===== config.mk =====
export PLATFORM = sky130hd
export DESIGN_NAME = combo_sequence_detector_flat
export DESIGN_NICKNAME = d
export VERILOG_FILES = /design/src/rtl/combo_sequence_detector_pkg.sv /design/src/rtl/combo_sequence_detector_if.sv /design/src/rtl/combo_sequence_detector_cooldown_timer.sv /design/src/rtl/combo_sequence_detector.sv /design/src/flat_wrapper.sv
export SDC_FILE = /design/constraint.sdc
export NUM_CORES = 1
export LEC_CHECK = 0
export CAP_MARGIN = 25
export CORE_UTILIZATION = 45
export DETAILED_ROUTE_END_ITERATION = 12
export MAX_ROUTING_LAYER = met4
export PLACE_DENSITY_LB_ADDON = 0.15
export SLEW_MARGIN = 20
export SYNTH_ARGS = -nofsm -noshare
export SYNTH_HDL_FRONTEND = slang
export SYNTH_SLANG_ARGS = --single-unit

===== constraint.sdc =====
create_clock -name clk -period 5.6 [get_ports clk]
set_input_delay 1.12 -clock clk [delete_from_list [all_inputs] [get_ports clk]]
set_output_delay 1.12 -clock clk [all_outputs]
set_load 0.03 [all_outputs]

===== src/rtl/combo_sequence_detector_pkg.sv =====
// Shared fighter input definitions: button indices and combo FSM encoding.
// Imported by the combo detector slice.
package fighter_input_pkg;

  localparam int NUM_BTN   = 6;
  localparam int BTN_DOWN  = 0;
  localparam int BTN_RIGHT = 1;
  localparam int BTN_UP    = 2;
  localparam int BTN_LEFT  = 3;
  localparam int BTN_PUNCH = 4;
  localparam int BTN_KICK  = 5;

  typedef enum logic [2:0] {
    ST_IDLE     = 3'd0,
    ST_STEP1    = 3'd1,
    ST_STEP2    = 3'd2,
    ST_FIRE     = 3'd3,
    ST_COOLDOWN = 3'd4
  } combo_state_t;

  function automatic logic [1:0] step_progress(combo_state_t s);
    logic [1:0] p;
    p = 2'd0;
    if (s == ST_STEP1) p = 2'd1;
    if (s == ST_STEP2) p = 2'd2;
    return p;
  endfunction

endpackage


===== src/rtl/combo_sequence_detector_if.sv =====
// Button/window bus into a combo detector and its fire/progress outputs.
// master = button side, slave = detector.
interface combo_sequence_detector_if #(
  parameter int NUM_BTN = 6
);

  logic [NUM_BTN-1:0] btn_pulse;
  logic [NUM_BTN-1:0] window_open;
  logic               combo_fire;
  logic               combo_active;
  logic [1:0]         progress;

  modport master (
    output btn_pulse,
    output window_open,
    input  combo_fire,
    input  combo_active,
    input  progress
  );

  modport slave (
    input  btn_pulse,
    input  window_open,
    output combo_fire,
    output combo_active,
    output progress
  );

endinterface


===== src/rtl/combo_sequence_detector_cooldown_timer.sv =====
// Post-fire cooldown counter: load, count down to zero, hold there.
// done is high whenever the count has reached zero.
module combo_cooldown_timer #(
  parameter  int CYCLES = 8,
  localparam int W      = $clog2(CYCLES + 1)
) (
  input  logic clk,
  input  logic reset,
  input  logic load,
  input  logic dec,
  output logic done
);

  logic [W-1:0] cnt;

  // Load on fire, then decrement without wrapping below zero.
  always_ff @(posedge clk) begin
    if (reset) begin
      cnt <= '0;
    end else if (load) begin
      cnt <= W'(CYCLES - 1);
    end else if (dec && cnt != '0) begin
      cnt <= cnt - 1'b1;
    end
  end

  assign done = (cnt == '0);

endmodule


===== src/rtl/combo_sequence_detector.sv =====
// Three-step special-move detector with registered outputs.
// Fires once, then ignores input until the cooldown expires.
module combo_sequence_detector
  import fighter_input_pkg::*;
#(
  parameter int NUM_BTN         = fighter_input_pkg::NUM_BTN,
  parameter int STEP0_BTN       = BTN_DOWN,
  parameter int STEP1_BTN       = BTN_RIGHT,
  parameter int STEP2_BTN       = BTN_PUNCH,
  parameter int COOLDOWN_CYCLES = 50_000_000
) (
  input  logic                       clk,
  input  logic                       reset,
  combo_sequence_detector_if.slave   bus
);

  localparam logic [NUM_BTN-1:0] M0 =
    NUM_BTN'(1) << STEP0_BTN;
  localparam logic [NUM_BTN-1:0] M1 =
    NUM_BTN'(1) << STEP1_BTN;
  localparam logic [NUM_BTN-1:0] M2 =
    NUM_BTN'(1) << STEP2_BTN;

  if (STEP0_BTN >= NUM_BTN ||
      STEP1_BTN >= NUM_BTN ||
      STEP2_BTN >= NUM_BTN) begin : g_cfg_err
    $error("combo step button index out of range");
  end

  combo_state_t       state, nxt;
  logic [NUM_BTN-1:0] exp_mask;
  logic               hit, other, solo0, win_ok;
  logic               tmr_done;
  logic               fire_d, active_d;
  logic [1:0]         prog_d;

  combo_cooldown_timer #(
    .CYCLES (COOLDOWN_CYCLES)
  ) u_timer (
    .clk   (clk),
    .reset (reset),
    .load  (state == ST_FIRE),
    .dec   (state == ST_COOLDOWN),
    .done  (tmr_done)
  );

  // State register; reset aborts any combo or cooldown.
  always_ff @(posedge clk) begin
    if (reset) state <= ST_IDLE;
    else       state <= nxt;
  end

  // Next state: window expiry beats a hit, a clean hit beats restart.
  always_comb begin
    exp_mask = M0;
    win_ok   = 1'b1;
    if (state == ST_STEP1) begin
      exp_mask = M1;
      win_ok   = |(bus.window_open & M0);
    end
    if (state == ST_STEP2) begin
      exp_mask = M2;
      win_ok   = |(bus.window_open & M1);
    end
    hit   = |(bus.btn_pulse & exp_mask);
    other = |(bus.btn_pulse & ~exp_mask);
    solo0 = (bus.btn_pulse == M0);
    nxt   = state;
    unique case (state)
      ST_IDLE: begin
        if (hit && !other) nxt = ST_STEP1;
      end
      ST_STEP1, ST_STEP2: begin
        if (!win_ok) begin
          nxt = ST_IDLE;
        end else if (hit && !other) begin
          nxt = (state == ST_STEP1) ? ST_STEP2 : ST_FIRE;
        end else if (other) begin
          nxt = solo0 ? ST_STEP1 : ST_IDLE;
        end
      end
      ST_FIRE:     nxt = ST_COOLDOWN;
      ST_COOLDOWN: if (tmr_done) nxt = ST_IDLE;
      default:     nxt = ST_IDLE;
    endcase
  end

  // Output decode from the next state so outputs line up with it.
  always_comb begin
    fire_d   = (nxt == ST_FIRE);
    prog_d   = step_progress(nxt);
    active_d = (prog_d != 2'd0);
  end

  // Output registers.
  always_ff @(posedge clk) begin
    if (reset) begin
      bus.combo_fire   <= 1'b0;
      bus.combo_active <= 1'b0;
      bus.progress     <= 2'd0;
    end else begin
      bus.combo_fire   <= fire_d;
      bus.combo_active <= active_d;
      bus.progress     <= prog_d;
    end
  end

endmodule


===== src/flat_wrapper.sv =====
// flat-port wrapper written by rule: the top's interface ports become plain ports
module combo_sequence_detector_flat import fighter_input_pkg::*;
#(
  parameter int NUM_BTN         = fighter_input_pkg::NUM_BTN,
  parameter int STEP0_BTN       = BTN_DOWN,
  parameter int STEP1_BTN       = BTN_RIGHT,
  parameter int STEP2_BTN       = BTN_PUNCH,
  parameter int COOLDOWN_CYCLES = 50_000_000
)
  (clk, reset, bus_btn_pulse, bus_window_open, bus_combo_fire, bus_combo_active, bus_progress);
  combo_sequence_detector_if #(.NUM_BTN(NUM_BTN)) bus_i ();
  input  logic clk;
  input  logic reset;
  input wire logic [$bits(bus_i.btn_pulse)-1:0] bus_btn_pulse;
  input wire logic [$bits(bus_i.window_open)-1:0] bus_window_open;
  output wire logic [$bits(bus_i.combo_fire)-1:0] bus_combo_fire;
  output wire logic [$bits(bus_i.combo_active)-1:0] bus_combo_active;
  output wire logic [$bits(bus_i.progress)-1:0] bus_progress;
  assign bus_i.btn_pulse = bus_btn_pulse;
  assign bus_i.window_open = bus_window_open;
  assign bus_combo_fire = bus_i.combo_fire;
  assign bus_combo_active = bus_i.combo_active;
  assign bus_progress = bus_i.progress;
  combo_sequence_detector #(.NUM_BTN(NUM_BTN), .STEP0_BTN(STEP0_BTN), .STEP1_BTN(STEP1_BTN), .STEP2_BTN(STEP2_BTN), .COOLDOWN_CYCLES(COOLDOWN_CYCLES)) u_core (.clk(clk), .reset(reset), .bus(bus_i));
endmodule

==> impl_metrics.env <==
export IMPL_crit_buf_inv=1
export IMPL_cap_violations=0
export IMPL_clock_latency_ps=290
export IMPL_io_buffers=13
export IMPL_die_area_um2=4160
export IMPL_cts_hold_buf=0
export IMPL_cts_tree="built"
export IMPL_synth_compound_area_share_pct=20.71
export IMPL_hp_start="u_core.u_timer.cnt[24]"
export IMPL_globalplace_congestion=0.8024
export IMPL_clkTransAtPathRegs_ps=70
export IMPL_coreArea_um2=3716
export IMPL_syn_avg_cell_area_um2=8.790
export IMPL_syn_inst=200
export IMPL_synth_top_area_cell="dfxtp_1"
export IMPL_via_per_inst=6.069
export IMPL_clockRootBuffer="clkbuf_8"
export IMPL_finalCriticalPeriod_ps=2903
export IMPL_tightest_slew_ps=739.7
export IMPL_dr_total_vias=1578
export IMPL_finalSetupViolations=0
export IMPL_clock_sinks=33
export IMPL_cp_required_ps=5740
export IMPL_synth_seq_area_share_pct=37.58
export IMPL_report_final_slew_viol_count=0
export IMPL_synth_top_family_by_area="simple AND/OR/NAND/NOR gates"
export IMPL_fin_crit_sh_pct=51.84
export IMPL_worstPathArrival_ps=3040
export IMPL_hold_path_class="flip-flop to flip-flop"
export IMPL_fmax_ghz=0.3445
export IMPL_status="finished, final reports clean"
export IMPL_die_w_um=64.50
export IMPL_synth_xor_area_share_pct=5.480
export IMPL_critPathMaxStageDelay_ps=780
export IMPL_clkPwrFrac_pct=44.0
export IMPL_synth_top_area_share_pct=37.58
export IMPL_antennaDiodeCount=0
export IMPL_synth_fa_ha_area_share_pct=0.7117
export IMPL_first_iter_violations=109
export IMPL_r2r_start="u_core.u_timer.cnt[0]"
export IMPL_drive_gt1_share_pct=10.85
export IMPL_yosys_warnings=0
export IMPL_crit_start="u_core.u_timer.cnt[0]"
export IMPL_cpLargestDelayFamily="simple AND/OR/NAND/NOR gates"
export IMPL_synth_simple_gate_area_share_pct=31.17
export IMPL_synth_flop_cell="dfxtp_1"
export IMPL_grt_remaining_overflow=0
export IMPL_skew_ps=5.481
export IMPL_antenna_found_initial=0
export IMPL_post_cts_setup_buffers=0
export IMPL_dr_pass1_iters=4
export IMPL_wl_per_cell_um=14.58
export IMPL_rows=22
export IMPL_grt_pass1_wl_um=6651
export IMPL_finalHoldViolCount=0
export IMPL_syn_nets=215
export IMPL_postRouteAntennaNets=0
export IMPL_synth_commonest_cells="dfxtp_1, nor2_1, a21oi_1"
export IMPL_critPathKind="flip-flop to flip-flop"
export IMPL_p_per_area_nw_per_um2=223.5
export IMPL_p_leak_nw=0.7189
export IMPL_irDropWorstVdd_v=0.0001308
export IMPL_endpoint_kind="flip-flop"
export IMPL_routed_wl_um=3791
export IMPL_switchingPower_mw=0.09616
export IMPL_async_flop_share_pct=0
export IMPL_dp_cells=252
export IMPL_p_seq_share_pct=52.1
export IMPL_cts_resized=0
export IMPL_p_int_mw=0.3546
export IMPL_netSwitchingFraction_pct=21.33
export IMPL_rsz0062_at_grt="no"
export IMPL_ys_ff_latch=33
export IMPL_cts_buffers=5
export IMPL_boundaryPins=18
export IMPL_stdcell_count=260
export IMPL_route_detailed_drc=0
export IMPL_setup_tns_ps=0
export IMPL_crit_path_top_delay_cell="o21ai_2"
export IMPL_rrSetupSlack_ps=2700
export IMPL_synthMuxAreaShare_pct=0.5694
export IMPL_nets=226
export IMPL_grt_max_degree=27
export IMPL_p_comb_share_pct=3.9
export IMPL_syn2layout_area_growth_pct=14.73
export IMPL_total_power_mw=0.4507
export IMPL_fp_dieH_um=64.50
export IMPL_synth_area_top_cells="dfxtp_1, or4_1, xor2_1, a21oi_1, a31oi_1"
export IMPL_clock_path_buffers=2
export IMPL_grt_pass1_vias=1522
export IMPL_yosysUniqueCellTypes=45
export IMPL_netlist_area_um2=1758
export IMPL_hpwl_um=2560
export IMPL_start_kind="flip-flop"
export IMPL_grt_usage_pct=20.94
export IMPL_slew_headroom_pct=50.68
export IMPL_initial_core_util_pct=47.31
export IMPL_htree_levels=2
export IMPL_crit_chain="inv_1 > ha_1 > nor4b_1 > nand4_1 > o21ai_2 > or4_1 > a31oi_1"
export IMPL_path_max_fanout=19
export IMPL_synth_edf_count=0
export IMPL_yosysMostFrequentCell="dfxtp_1"
[registers in the layout (all words and copies together), names as in the netlist]
register                 count
u_core.state                 3
u_core.bus.combo_active      1
u_core.u_timer.cnt          26
u_core.bus.combo_fire        1
u_core.bus.progress          2
[power by group through the flow]
| stage | clock network, mW | registers, mW | logic, mW |
|---|---|---|---|
| final | 0.198 | 0.235 | 0.0175 |
| after global routing | 0.214 | 0.235 | 0.0191 |
| after CTS | 0.203 | 0.235 | 0.0174 |
| after detailed placement | 0 | 0.240 | 0.0174 |
| after global placement | 0 | 0.240 | 0.0167 |
| after floorplan | 0 | 0.240 | 0.00744 |
[cell type report]
| class | count | area, µm² |
|---|---|---|
| Tap cell | 48 | 60.06 |
| Clock inverter | 1 | 5.005 |
| Sequential cell | 33 | 660.6 |
| Multi-Input combinational cell | 150 | 1031 |
| Clock buffer | 7 | 96.34 |
| Inverter | 7 | 26.28 |
| Fill cell | 345 | 1699 |
| Timing Repair Buffer | 14 | 137.6 |
[per-stage QoR]
step           setup slack [ps]  instance area (µm²)  utilization (%)  hold WS [ps]
2_1_floorplan              3261                 1758                -         440.3
3_3_place_gp               2594                 1916            51.55         455.3
3_5_place_dp               2556                 1916            51.55         487.1
4_1_cts                    2699                 2017            54.28         498.8
5_1_grt                    2351                 2017            54.28         527.8
6_report                   2697                 2017            54.28         498.5
[worst reg2reg max path: cells and delay by family (launching register included)]
kind                     cells  cell delay (ps)
AO/OA/AOI/OAI                2              870
adder cells (fa/ha/maj)      1              200
buffers and inverters        1              100
flip-flops                   1              340
AND/OR/NAND/NOR              3             1250
[worst paths after layout]
check,to,cells past startpoint
min,u_core.u_timer.cnt[24],2
max reg2reg,u_core.u_timer.cnt[25],7
max,u_core.u_timer.cnt[25],7
min reg2reg,u_core.u_timer.cnt[24],2
[routing by layer]
layer / wire length, µm / GRT usage (%) / up-vias
met2: 1852 / 36.18 / 31
met5: 0 / - / -
li1: - / - / 787
met4: 38 / 5.833 / 0
met3: 162 / 5.810 / 5
met1: 1738 / 23.59 / 755
[cells in the final DEF, fill, tap and decap left out, types with 3 or more instances in the layout]
cell type / instances
a21oi_1: 13
a31oi_1: 10
clkbuf_8: 7
clkdlybuf4s50_1: 13
dfxtp_1: 33
inv_1: 7
nand2_1: 6
nand2b_1: 4
nand4b_1: 3
nor2_1: 15
nor2b_1: 4
nor3_1: 4
nor4_1: 4
o2111ai_1: 4
o211ai_1: 4
o21ai_0: 8
o31ai_1: 7
or2_2: 5
or3_1: 7
or4_1: 10
xnor2_1: 3
xor2_1: 8
[cells by family after synthesis]
logic type,Yosys count
buf+inv,17
xor+xnor,11
compound gates,55
fa+ha+maj,1
mux,1
flops,33
simple gates,82
Power figures use the tool's default switching activity.
